`src/rtl/alu_decode.sv`:
```
// RV64I decode stage for OP / OP-IMM / LUI / AUIPC feeding a valid/ready slot to execute.
// Optional one-entry skid buffer enabled by defining ALU_DECODE_SKID_EN.
package cpu_consts;
    typedef enum logic [3:0] {
        OP_ADD  = 4'd0,
        OP_SUB  = 4'd1,
        OP_SLL  = 4'd2,
        OP_SRL  = 4'd3,
        OP_SRA  = 4'd4,
        OP_OR   = 4'd5,
        OP_AND  = 4'd6,
        OP_XOR  = 4'd7,
        OP_SLTU = 4'd8,
        OP_SLT  = 4'd9
    } alu_op_e;
endpackage

module alu_decode
    import cpu_consts::*;
(
    input  logic        clk,
    input  logic        resetn,
    input  logic        instr_valid_i,
    output logic        instr_ready_o,
    input  logic [31:0] instr_i,
    input  logic [63:0] pc_i,
    output logic [4:0]  rs1_addr_o,
    output logic [4:0]  rs2_addr_o,
    input  logic [63:0] rs1_data_i,
    input  logic [63:0] rs2_data_i,
    input  logic        flush_i,
    output logic        ex_valid_o,
    input  logic        ex_ready_i,
    output logic [63:0] opr_a_o,
    output logic [63:0] opr_b_o,
    output logic [3:0]  alu_func_o,
    output logic [4:0]  rd_addr_o,
    output logic        rd_we_o,
    output logic        illegal_o
);
    localparam logic [6:0] OPC_OP     = 7'b0110011;
    localparam logic [6:0] OPC_OP_IMM = 7'b0010011;
    localparam logic [6:0] OPC_LUI    = 7'b0110111;
    localparam logic [6:0] OPC_AUIPC  = 7'b0010111;

    typedef struct packed {
        logic [63:0] opr_a;
        logic [63:0] opr_b;
        alu_op_e     func;
        logic [4:0]  rd;
        logic        we;
        logic        illegal;
    } slot_t;

    slot_t       dec_d;
    slot_t       slot_q;
    logic        ex_valid_q;
    logic        accept;
    logic        bad;
    logic [6:0]  opcode;
    logic [2:0]  funct3;
    logic [6:0]  funct7;
    logic [63:0] imm_i;
    logic [63:0] imm_u;
    logic [63:0] shamt;
    alu_op_e     f3_op;

    assign rs1_addr_o = instr_i[19:15];
    assign rs2_addr_o = instr_i[24:20];
    assign opcode     = instr_i[6:0];
    assign funct3     = instr_i[14:12];
    assign funct7     = instr_i[31:25];
    assign imm_i      = {{52{instr_i[31]}}, instr_i[31:20]};
    assign imm_u      = {{32{instr_i[31]}}, instr_i[31:12], 12'b0};
    assign shamt      = {58'b0, instr_i[25:20]};

    always_comb begin
        case (funct3)
            3'b000:  f3_op = OP_ADD;
            3'b001:  f3_op = OP_SLL;
            3'b010:  f3_op = OP_SLT;
            3'b011:  f3_op = OP_SLTU;
            3'b100:  f3_op = OP_XOR;
            3'b101:  f3_op = OP_SRL;
            3'b110:  f3_op = OP_OR;
            default: f3_op = OP_AND;
        endcase
    end

    // NOTE: every field gets a default before the case so no path can infer a latch.
    always_comb begin
        dec_d      = '0;
        dec_d.rd   = instr_i[11:7];
        dec_d.func = OP_ADD;
        bad        = 1'b0;
        case (opcode)
            OPC_OP: begin
                dec_d.opr_a = rs1_data_i;
                dec_d.opr_b = rs2_data_i;
                if (funct7 == 7'b0000000)                          dec_d.func = f3_op;
                else if (funct7 == 7'b0100000 && funct3 == 3'b000) dec_d.func = OP_SUB;
                else if (funct7 == 7'b0100000 && funct3 == 3'b101) dec_d.func = OP_SRA;
                else                                               bad = 1'b1;
            end
            OPC_OP_IMM: begin
                dec_d.opr_a = rs1_data_i;
                dec_d.opr_b = imm_i;
                dec_d.func  = f3_op;
                // RV64 shifts carry a 6-bit shamt; the upper six bits pick logical vs arithmetic.
                if (funct3 == 3'b001) begin
                    dec_d.opr_b = shamt;
                    if (instr_i[31:26] != 6'b000000) bad = 1'b1;
                end else if (funct3 == 3'b101) begin
                    dec_d.opr_b = shamt;
                    if (instr_i[31:26] == 6'b000000)      dec_d.func = OP_SRL;
                    else if (instr_i[31:26] == 6'b010000) dec_d.func = OP_SRA;
                    else                                  bad = 1'b1;
                end
            end
            OPC_LUI: begin
                dec_d.opr_b = imm_u;
            end
            OPC_AUIPC: begin
                dec_d.opr_a = pc_i;
                dec_d.opr_b = imm_u;
            end
            default: bad = 1'b1;
        endcase
        if (bad) begin
            dec_d.opr_a   = '0;
            dec_d.opr_b   = '0;
            dec_d.func    = OP_ADD;
            dec_d.illegal = 1'b1;
        end else begin
            dec_d.we = 1'b1;
        end
    end

`ifdef ALU_DECODE_SKID_EN
    logic  skid_full_q;
    slot_t skid_q;

    assign instr_ready_o = !skid_full_q && !flush_i;
    assign accept        = instr_valid_i && instr_ready_o && !flush_i;

    // NOTE: sequential state uses non-blocking assignments so all flops update together.
    always_ff @(posedge clk or negedge resetn) begin
        if (!resetn) begin
            ex_valid_q  <= 1'b0;
            slot_q      <= '0;
            skid_full_q <= 1'b0;
        end else if (flush_i) begin
            ex_valid_q  <= 1'b0;
            skid_full_q <= 1'b0;
        end else if (!ex_valid_q || ex_ready_i) begin
            if (skid_full_q) begin
                slot_q      <= skid_q;
                ex_valid_q  <= 1'b1;
                skid_full_q <= 1'b0;
            end else if (accept) begin
                slot_q     <= dec_d;
                ex_valid_q <= 1'b1;
            end else begin
                ex_valid_q <= 1'b0;
            end
        end else if (accept) begin
            skid_full_q <= 1'b1;
        end
    end

    // NOTE: skid payload needs no reset; skid_full_q alone decides whether it is meaningful.
    always_ff @(posedge clk) begin
        if (accept && ex_valid_q && !ex_ready_i) skid_q <= dec_d;
    end
`else
    assign instr_ready_o = (!ex_valid_q || ex_ready_i) && !flush_i;
    assign accept        = instr_valid_i && instr_ready_o && !flush_i;

    always_ff @(posedge clk or negedge resetn) begin
        if (!resetn) begin
            ex_valid_q <= 1'b0;
            slot_q     <= '0;
        end else if (flush_i) begin
            ex_valid_q <= 1'b0;
        end else if (accept) begin
            slot_q     <= dec_d;
            ex_valid_q <= 1'b1;
        end else if (ex_ready_i) begin
            ex_valid_q <= 1'b0;
        end
    end
`endif

    assign ex_valid_o = ex_valid_q;
    assign opr_a_o    = slot_q.opr_a;
    assign opr_b_o    = slot_q.opr_b;
    assign alu_func_o = slot_q.func;
    assign rd_addr_o  = slot_q.rd;
    assign rd_we_o    = slot_q.we;
    assign illegal_o  = slot_q.illegal;
endmodule

```
`config.mk`:
```
export PLATFORM = sky130hd
export DESIGN_NAME = alu_decode
export DESIGN_NICKNAME = d
export VERILOG_FILES = /design/src/rtl/alu_decode.sv
export SDC_FILE = /design/constraint.sdc
export NUM_CORES = 1
export LEC_CHECK = 0
export CORE_AREA = 2 2 146 148
export DETAILED_ROUTE_END_ITERATION = 8
export DIE_AREA = 0 0 148 150
export PLACE_DENSITY = 0.82
export SYNTH_ARGS = -nofsm -noshare
export SYNTH_HDL_FRONTEND = slang
export SYNTH_SLANG_ARGS = --single-unit
```
`constraint.sdc`:
```
create_clock -name clk -period 2.8 [get_ports clk]
set_input_delay 0.28 -clock clk [delete_from_list [all_inputs] [get_ports clk]]
set_output_delay 0.28 -clock clk [all_outputs]
set_load 0.05 [all_outputs]
```
==> metrics.md <==
| Metric | Value |
|---|---|
| Status | `completed` |
| Commonest non-fill, non-tap cell in the layout | `clkdlybuf4s50_1` |
| Vias in the first global route | `6912` |
| Syn Inst Count | `752` |
| Post-synthesis xor/xnor area fraction | `0.2567%` |
| Fmax | `425.9 MHz` |
| Clock Latency Late Sink | `0.40 ns` |
| Required time of the critical path | `2.52 ns` |
| Post-synthesis simple-gate area fraction | `18.12%` |
| Max-cap violations | `0` |
| Net Count, Synth | `981` |
| # rows | `53` |
| Gpl congestion | `approximately 0.93` |
| Synth Area in Compound Gates | `between 20% and 30%` |
| Layout cells sized above 1 | `between 6 and 7%` |
| Sequential share of power | `38.9%` |
| Switching Share | `26.23%` |
| Area Overhead vs Synth | `67.16%` |
| DP Wirelength | `17620 um` |
| PortBufs | `around 380` |
| Worst-case reg-to-reg path depth | `6` |
| Worst min-delay path category | `in2reg` |
| Internal | `3929 uW` |
| Final Setup Violations | `0` |
| Nets@finish | `1323` |
| Reg-to-Reg End | `opr_b_o[9]` |
| Yosys warns | `0` |
| Worst Path Arrival | `2.07 ns` |
| Vias | `6800` |
| Main combinational cell family by area after synthesis | `compound AO/OA/AOI/OAI gates` |
| Post-cts gate resize count | `0` |
| Postcts setup bufs | `0` |
| Finished Core Util | `between 50% and 60%` |
| Comb pwr share | `17.8%` |
| Fin crit share | `83.85%` |
| Unrepaired setup endpoints after global routing | `no` |
| Final ANT Viol Nets | `0` |
| Net Switching | `around 1400 uW` |
| R2R Path Start | `ex_valid_o` |
| Max VDD drop | `0.3591 mV` |
| CTS max path bufs | `2` |
| Hold_sp | `instr_i[5]` |
| Reg2Reg Setup Slack | `0.86 ns` |
| Iteration-0 DRC Markers | `333` |
| Synth async-reset ratio | `100.0%` |
| Commonest non-fill, non-tap cells in the layout | `clkdlybuf4s50_1, dfrtp_1, nand2_1` |
| DR vias/cell | `4.924` |
| Die area | `0.02220 sq mm` |
| Fin Setup TNS | `0 ns` |
| Top Ports | `between 300 and 400` |
| Critical-path maximum fanout | `3` |
| Slew Viols, Final | `0` |
| DR DRC count | `0` |
| Crit. End Element | `output port` |
| Hold buffer count at cts | `1` |
| Initial Util | `32.98%` |
| Hold path depth | `3` |
| Tmin final | `2.348 ns` |
| CP startpoint kind | `register` |
| WS Path Type | `reg2out` |
| Distinct cells, synth | `44` |
| H-tree lvl count | `4` |
| CTS tree | `yes` |
| Post-route worst setup slack | `about 0.45 ns` |
| Sequential share of the synthesized area | `51.34%` |
| Clk root buf | `clkbuf_16` |
| Final Hold Viols | `0` |
| Inserted Diodes | `0` |
| Reg clk slew, reported paths | `roughly 0.060 ns` |
| Die W | `148 um` |
| Post-synthesis mux area share | `1.705%` |
| Initial antenna violation count | `0` |
| Remaining Overflow, GRT | `0` |
| Synthesized area | `roughly 0.007 sq mm` |
| Leakage | `0.004629 uW` |
| Die Span Y | `150 um` |
| Hold endpoint | `opr_b_o[13]` |
| Routed wire length | `23910 um` |
| Setup Skew | `a little under 0.008 ns` |
| DR WL/cell | `17.31 um` |
| Synth Area in Adders | `0%` |
| First-pass GRT wire length | `around 37000 um` |
| GRT Total Usage | `21.23%` |
| Core Area | `around 0.021 sq mm` |
| Cell Pwr Density | `~470 mW/mm^2` |
| #FFs+latches synth | `140` |
| Largest net degree at the start of global routing | `71` |
| Slew HR | `61.62%` |
| Power share of the clock group | `a little over two fifths` |
| Setup WS pre-CTS | `0.3323 ns` |
| TritonRoute pass-1 iters | `4` |
| Hold Slack | `0.3366 ns` |
| Synthesized area per cell | `9.075 sq um` |
| CTS buffer count | `17` |
| Top_reg_cell synth | `dfrtp_1` |
| Worst-Margin Slew | `0.5740 ns` |
| TritonCTS Sinks | `140` |
| EDFF count, synth | `0` |
## how the worst max path moves through the flow
| stage | from | end | slack [ns] |
|---|---|---|---|
| detailed placement | instr_i[26] | opr_b_o[9] | 0.33 |
| finish | ex_valid_o | instr_ready_o | 0.45 |
| floorplan | ex_valid_o | opr_b_o[22] | 0.36 |
| global route | ex_valid_o | instr_ready_o | 0.38 |
| CTS | ex_valid_o | instr_ready_o | 0.42 |
| global placement | instr_i[26] | opr_b_o[4] | 0.40 |
## per-layer routing
layer / wire (um) / vias up / part of all wire (%) / global-route usage (%)
met4: 686 / 0 / 2.9 / 7.810
met1: 9630 / 3248 / 40 / 25.45
met3: 1665 / 44 / 7.0 / 6.159
li1: - / 3223 / - / -
met2: 11920 / 285 / 50 / 36.30
met5: 0 / - / 0 / 0
## logic make-up (layout without fill, tap and decap cells)
logic type	after synthesis	count (layout)
AOI/OAI and AO/OA	269	269
and+or+nand+nor	255	255
DFF	140	140
buffers and inverters	75	429
muxes	11	11
xor gates and xnor gates	2	2
## stage by stage
stage	instance area, sq um	instances	total power, uW
floorplan	6824	752	2525
global placement	10800	1349	3047
detailed placement	10800	1349	3060
CTS	11410	1381	5384
global route	11410	1381	5547
finish	11410	1381	5325
## state kept, by name, summed over array words and instances, names as in the netlist
signal,cells
illegal_o,1
ex_valid_o,1
rd_we_o,1
alu_func_o,4
opr_a_o,64
rd_addr_o,5
opr_b_o,64
## power groups by stage
stage | clock network (uW) | logic (uW) | registers, uW
after floorplan | 0 | 301 | 2220
after global placement | 0 | 939 | 2110
after detailed placement | 0 | 951 | 2110
after CTS | 2360 | 955 | 2070
after global routing | 2450 | 1020 | 2080
final | 2300 | 949 | 2070
## area by class of cell
| cell class | instances | area (sq um) |
|---|---|---|
| sequential | 140 | 3503 |
| timing repair buffer | 396 | 3968 |
| clock inverter | 13 | 166.4 |
| tap | 275 | 344.1 |
| clock buffer | 18 | 429.2 |
| inverter | 2 | 7.507 |
| multi-input combinational | 537 | 2989 |
| fill | 1861 | 9283 |
## synthesized netlist by cell type, drive strengths merged (3+ instances only)
master | number | area share (%)
a21oi | 123 | 9.0
or2 | 3 | 0.28
buf | 18 | 2.1
nor2b | 87 | 8.0
clkbuf | 55 | 3.1
mux2i | 6 | 0.88
dfrtp | 140 | 51
o21ai | 113 | 8.3
nor2 | 10 | 0.55
o31ai | 20 | 4.2
nand2 | 140 | 7.7
mux2 | 5 | 0.83
nand2b | 3 | 0.28
nor4 | 3 | 0.28
## critical path, cell delays in order (launching register included)
cell and delay, ns:
dfrtp_1 0.37, nor2b_1 0.18, nor2_1 0.24, clkdlybuf4s50_1 0.87
Note: power is estimated with default switching activity, not from simulation.
